**src/rtl/lsu_pkg.sv**
```systemverilog
// Types and defaults shared by the load/store unit, its extend helper and the execute stage.
package lsu_pkg;
  localparam int LSU_ADDR_W = 32;
  localparam int LSU_DATA_W = 32;
  localparam int LSU_BYTES  = LSU_DATA_W / 8;
  localparam int LSU_IDX    = $clog2(LSU_BYTES);

  typedef enum logic [1:0] {LSU_IDLE, LSU_LOAD, LSU_STORE, LSU_RESP} lsu_state_t;

  typedef struct packed {
    logic                  is_store;
    logic [LSU_ADDR_W-1:0] addr;
    logic [LSU_IDX:0]      size;
    logic                  is_signed;
    logic [LSU_DATA_W-1:0] wdata;
  } lsu_req_t;

  typedef struct packed {
    logic [LSU_DATA_W-1:0] data;
    logic                  err;
  } lsu_resp_t;

  // A request size is legal when it names between one byte and a full data word.
  function automatic logic lsu_size_ok(input int size, input int bytes);
    return (size >= 1) && (size <= bytes);
  endfunction
endpackage

```
**src/rtl/lsu_extend.sv**
```systemverilog
// Keeps the low i_size bytes of i_data and fills the rest with the sign bit or zeros.
module lsu_extend #(
  parameter int DATA_WIDTH = 32,
  parameter int IDX        = $clog2(DATA_WIDTH / 8)
) (
  input  logic [DATA_WIDTH-1:0] i_data,
  input  logic [IDX:0]          i_size,
  input  logic                  i_signed,
  output logic [DATA_WIDTH-1:0] o_data
);
  localparam int BYTES = DATA_WIDTH / 8;

  logic w_fill;

  always_comb begin
    w_fill = 1'b0;
    // The fill bit is the top bit of the highest kept byte.
    for (int b = 0; b < BYTES; b++) begin
      if (int'(i_size) == b + 1) w_fill = i_signed & i_data[8*b+7];
    end
    for (int b = 0; b < BYTES; b++) begin
      o_data[8*b +: 8] = (b < int'(i_size)) ? i_data[8*b +: 8] : {8{w_fill}};
    end
  end
endmodule

```
**src/rtl/load_store_unit.sv**
```systemverilog
// Data-memory initiator: one load/store in flight, done/timeout wait, one response per request.
// Handshakes: a transfer happens on a rising edge where both valid and ready are high.
module load_store_unit
  import lsu_pkg::*;
#(
  parameter  int ADDR_WIDTH     = LSU_ADDR_W,
  parameter  int DATA_WIDTH     = LSU_DATA_W,
  parameter  int TIMEOUT_CYCLES = 16,
  localparam int DATA_BYTE_SIZE = DATA_WIDTH / 8,
  localparam int IDX            = $clog2(DATA_BYTE_SIZE)
) (
  input  logic                  clk,
  input  logic                  rst,
  input  logic                  req_valid,
  output logic                  req_ready,
  input  logic                  req_is_store,
  input  logic [ADDR_WIDTH-1:0] req_addr,
  input  logic [IDX:0]          req_size,
  input  logic                  req_signed,
  input  logic [DATA_WIDTH-1:0] req_wdata,
  output logic                  resp_valid,
  input  logic                  resp_ready,
  output logic [DATA_WIDTH-1:0] resp_data,
  output logic                  resp_err,
  output logic [ADDR_WIDTH-1:0] fetch_addr,
  input  logic [DATA_WIDTH-1:0] fetched_data,
  input  logic                  fetch_done,
  output logic [ADDR_WIDTH-1:0] write_addr,
  output logic [DATA_WIDTH-1:0] write_data,
  output logic [IDX:0]          bytes_to_write,
  output logic                  write_activate,
  input  logic                  write_done,
  output lsu_state_t            dbg_state
);
  localparam int TW = (TIMEOUT_CYCLES > 1) ? $clog2(TIMEOUT_CYCLES) : 1;

  lsu_state_t            r_state, w_next_state;
  logic [ADDR_WIDTH-1:0] r_addr;
  logic [IDX:0]          r_size;
  logic                  r_signed, r_is_store;
  logic [DATA_WIDTH-1:0] r_wdata, r_resp_data;
  logic                  r_resp_err;
  logic [TW-1:0]         r_timer;

  logic                  w_accept, w_resp_set, w_resp_err, w_done, w_timeout;
  logic [DATA_WIDTH-1:0] w_resp_data, w_ext;

  lsu_extend #(.DATA_WIDTH(DATA_WIDTH), .IDX(IDX)) u_extend (
    .i_data   (fetched_data),
    .i_size   (r_size),
    .i_signed (r_signed),
    .o_data   (w_ext)
  );

  always_comb begin
    w_next_state = r_state;
    w_accept     = 1'b0;
    w_resp_set   = 1'b0;
    w_resp_err   = 1'b0;
    w_resp_data  = '0;
    w_done       = r_is_store ? write_done : fetch_done;
    w_timeout    = (r_timer == TW'(TIMEOUT_CYCLES - 1));
    case (r_state)
      LSU_IDLE: begin
        if (req_valid) begin
          w_accept = 1'b1;
          if (!lsu_size_ok(int'(req_size), DATA_BYTE_SIZE)) begin
            w_next_state = LSU_RESP;
            w_resp_set   = 1'b1;
            w_resp_err   = 1'b1;
          end else begin
            w_next_state = req_is_store ? LSU_STORE : LSU_LOAD;
          end
        end
      end
      // Done takes priority over a timeout landing in the same cycle.
      LSU_LOAD, LSU_STORE: begin
        if (w_done) begin
          w_next_state = LSU_RESP;
          w_resp_set   = 1'b1;
          w_resp_data  = r_is_store ? '0 : w_ext;
        end else if (w_timeout) begin
          w_next_state = LSU_RESP;
          w_resp_set   = 1'b1;
          w_resp_err   = 1'b1;
        end
      end
      LSU_RESP: begin
        if (resp_ready) w_next_state = LSU_IDLE;
      end
      default: w_next_state = LSU_IDLE;
    endcase
  end

  always_ff @(posedge clk or posedge rst) begin
    if (rst) r_state <= LSU_IDLE;
    else     r_state <= w_next_state;
  end

  always_ff @(posedge clk or posedge rst) begin
    if (rst) begin
      r_addr      <= '0;
      r_size      <= '0;
      r_signed    <= 1'b0;
      r_is_store  <= 1'b0;
      r_wdata     <= '0;
      r_timer     <= '0;
      r_resp_data <= '0;
      r_resp_err  <= 1'b0;
    end else begin
      if (w_accept) begin
        r_addr     <= req_addr;
        r_size     <= req_size;
        r_signed   <= req_signed;
        r_is_store <= req_is_store;
        r_wdata    <= req_wdata;
        r_timer    <= '0;
      end else if (r_state == LSU_LOAD || r_state == LSU_STORE) begin
        r_timer <= r_timer + 1'b1;
      end
      if (w_resp_set) begin
        r_resp_data <= w_resp_data;
        r_resp_err  <= w_resp_err;
      end
    end
  end

  // write_activate depends on state alone; the memory builds write_done from it.
  assign write_activate = (r_state == LSU_STORE);
  assign bytes_to_write = write_activate ? r_size : '0;
  assign req_ready      = (r_state == LSU_IDLE);
  assign resp_valid     = (r_state == LSU_RESP);
  assign resp_data      = r_resp_data;
  assign resp_err       = r_resp_err;
  assign fetch_addr     = r_addr;
  assign write_addr     = r_addr;
  assign write_data     = r_wdata;
  assign dbg_state      = r_state;
endmodule

```
**config.mk**
```make
export PLATFORM = sky130hd
export DESIGN_NAME = load_store_unit
export DESIGN_NICKNAME = d
export VERILOG_FILES = /design/src/rtl/lsu_pkg.sv /design/src/rtl/lsu_extend.sv /design/src/rtl/load_store_unit.sv
export SDC_FILE = /design/constraint.sdc
export NUM_CORES = 1
export LEC_CHECK = 0
export CAP_MARGIN = 20
export CORE_MARGIN = 2
export CORE_UTILIZATION = 36
export CTS_CLUSTER_DIAMETER = 50
export DETAILED_ROUTE_END_ITERATION = 7
export PLACE_DENSITY = 0.78
export SKIP_LAST_GASP = 1
export SLEW_MARGIN = 5
export SYNTH_ARGS = -nofsm -noshare
export SYNTH_HDL_FRONTEND = slang
export SYNTH_SLANG_ARGS = --single-unit
```
**constraint.sdc**
```tcl
create_clock -name clk -period 3.9 [get_ports clk]
set_input_delay 0.975 -clock clk [delete_from_list [all_inputs] [get_ports clk]]
set_output_delay 0.975 -clock clk [all_outputs]
set_load 0.005 [all_outputs]
```
==> summary.md <==
| Metric | Value |
|---|---|
| Crit Path Max Fanout | `7` |
| Syn Nets | `446` |
| GR Layer Usage met3 | `3.633%` |
| Starting Density | `36.52%` |
| DPL Wire Length | `8.819 mm` |
| Root Driver | `clkbuf_16` |
| Number of synthesized flops with an enable pin | `0` |
| Clk slew on worst S/H paths | `approximately 0.070 ns` |
| Post-route DRC | `0` |
| WP data required | `between 2 and 3 ns` |
| Post-CTS setup repair buffer count | `0` |
| Placed cell count | `between 700 and 800` |
| Port Buffer Count | `243` |
| Post-synth top cells | `dfrtp_1 (108), mux2_2 (71), buf_4 (35)` |
| Number of H-tree levels | `3` |
| Final instance area | `about 7300 µm²` |
| Synth Flop Type | `dfrtp_1` |
| Fin worst setup slack | `1.148 ns` |
| Leakage power | `around 3.0 nW` |
| Yosys reg bits | `108` |
| Clock latency on the worst-skew pair | `0.34 ns` |
| Hold buffers post-CTS | `0` |
| Vias per inst | `4.648` |
| Die Y | `116.7 µm` |
| Num CTS Buffers | `9` |
| Overall power | `5.752 mW` |
| GRT met1 Usage | `approximately a fifth` |
| Synth top area cells | `dfrtp_1 (59%), mux2_2 (17%), buf_4 (5.7%)` |
| Synth warn | `0` |
| Worst-margin pin slew | `0.6331 ns` |
| Initial antenna violation count | `0` |
| Clock Path Buffers | `2` |
| DIE WIDTH | `approximately 120 µm` |
| GRT Util Overall | `16.57%` |
| Final worst-path cycle share | `70.56%` |
| Core area | `12520 µm²` |
| Largest net degree at the start of global routing | `64` |
| Post-DR wirelength/cell | `16.09 µm` |
| Final Core Density | `between 50% and 60%` |
| Vias in the first global route | `3403` |
| Sequential fraction of the synthesis area | `between 50% and 60%` |
| Area grow syn2layout | `59.35%` |
| Post-Syn Instances | `334` |
| Post-synthesis average cell area | `13.68 µm²` |
| Clock skew | `slightly above 0.007 ns` |
| WHS | `0.4908 ns` |
| Placer Congestion | `0.7831` |
| Post-Place Cell Area | `6950 µm²` |
| Non-filler instance count after layout | `about 720` |
| Global-route wire length before repair | `17.31 mm` |
| Cell Pwr Density | `between 700 and 800 nW/µm²` |
| IO Pins | `244` |
| Post-layout min period | `2.752 ns` |
| Synthesized cell area | `about 4600 µm²` |
| Final setup fails | `0` |
| Number of distinct library cells after synthesis | `32` |
| Post-CTS Resized | `0` |
| Setup CP Type | `reg2out` |
| Peak supply drop | `0.3208 mV` |
| Top-count cell post-synth | `dfrtp_1` |
| Area leader, netlist | `dfrtp_1` |
| CTS tree | `done` |
| Drt initial violations | `approximately 170` |
| Slew Viols, Final | `0` |
| Most Crowded Layer GR | `met2` |
| Worst slew margin | `57.64%` |
| CTS sink cnt | `108` |
| Layout cells sized above 1 | `between 10% and 20%` |
| Post-layout nets | `~660` |
| WL final | `11.62 mm` |
| RSZ-0062 raised after global routing | `no` |
| Pre-antenna DRT Iters | `4` |
| Status | `completed` |
| Fmax | `363.4 MHz` |
| Ys async rst share | `between 90% and 100%` |
| Setup TNS | `0 ns` |
| Hold Path Class | `reg2reg` |
| Rows | `41` |
| Synth top area share | `59.13%` |
| Maxcap violations | `0` |
| Inserted Diodes | `0` |
| ANT nets after route | `0` |
| Pre-CTS WS | `0.9885 ns` |
| Crit start category | `register` |
| Die ar. | `13610 µm²` |
| Hold Vio Cnt, Final | `0` |
| Setup crit end kind | `primary output` |
| M2 GR Usage | `27.40%` |
| DR vias | `3356` |
| Crit path DAT | `1.78 ns` |
| Grt total ovfl | `0` |
[path summary, 6_finish.rpt]
path	start	endpoint	slack, ns	depth (start not counted)
min reg2reg	resp_data[12]$_DFFE_PP0P_	resp_data[12]$_DFFE_PP0P_	0.49	1
max reg2reg	dbg_state[1]$_DFFE_PP0P_	resp_data[24]$_DFFE_PP0P_	1.67	6
min in group asynchronous	rst	fetch_addr[26]$_DFFE_PP0P_	1.06	2
min	resp_data[12]$_DFFE_PP0P_	resp_data[12]$_DFFE_PP0P_	0.49	1
max	dbg_state[0]$_DFFE_PP0P_	req_ready	1.15	3
max in group asynchronous	rst	fetch_addr[8]$_DFFE_PP0P_	2.11	3
[flip-flops by register name, summed over array words and instances, names as in the netlist]
| register | cells |
|---|---|
| dbg_state | 2 |
| resp_err | 1 |
| fetch_addr | 32 |
| r_size | 3 |
| write_data | 32 |
| r_timer | 4 |
| r_signed | 1 |
| r_is_store | 1 |
| resp_data | 32 |
[cells in the final DEF, fill, tap and decap left out]
master / n
clkbuf_16: 9
xnor2_1: 2
dfrtp_1: 108
a31oi_1: 3
ha_1: 5
nor2_2: 1
a21oi_1: 6
clkinvlp_4: 1
nand4_1: 1
inv_1: 6
nor2_1: 18
nand3_1: 2
bufinv_16: 2
o31a_2: 1
inv_4: 1
nor3b_1: 1
nand2_4: 1
clkdlybuf4s50_1: 243
o21ai_0: 1
o32a_4: 1
o2bb2ai_1: 24
and2_1: 3
o21ai_1: 1
inv_6: 3
o2111ai_1: 1
buf_12: 2
mux2_2: 71
o22ai_1: 2
nand2_1: 6
a21boi_0: 1
mux2i_1: 2
xor2_1: 2
nand2b_1: 1
a22o_1: 8
clkbuf_8: 1
o211ai_1: 1
nor2b_1: 8
[power by group]
part           internal (mW)  switching [mW]
combinational           1.82           0.908
sequential              1.65           0.381
clock                  0.587           0.409
[critical path, cell delays in order (launching register included)]
cell             delay (ns)
dfrtp_1                0.41
inv_1                  0.11
ha_1                   0.35
clkdlybuf4s50_1        0.57
[cells by family after synthesis]
logic type / share of synthesized area (%)
flip-flops: 59.13
buffers and inverters: 7.528
adder cells (fa/ha/maj): 1.369
XOR/XNOR: 0.7666
multiplexers: 17.93
AND/OR/NAND/NOR: 4.353
AO/OA/AOI/OAI: 8.924
[layout make-up]
class	count	area (µm²)
multi-input combinational	174	1531
tap	172	215.2
sequential	108	2703
inverter	7	28.78
timing repair buffer	245	2472
fill	1067	5234
clock inverter	6	93.84
clock buffer	10	239.0
[routing by layer]
metal / routed length (µm) / part of all wire, % / vias to the layer above
li1: - / - / 1571
met1: 4823 / 42 / 1640
met2: 5861 / 50 / 130
met3: 726 / 6.2 / 15
met4: 207 / 1.8 / 0
met5: 0 / 0 / -
Power figures use the tool's default switching activity.
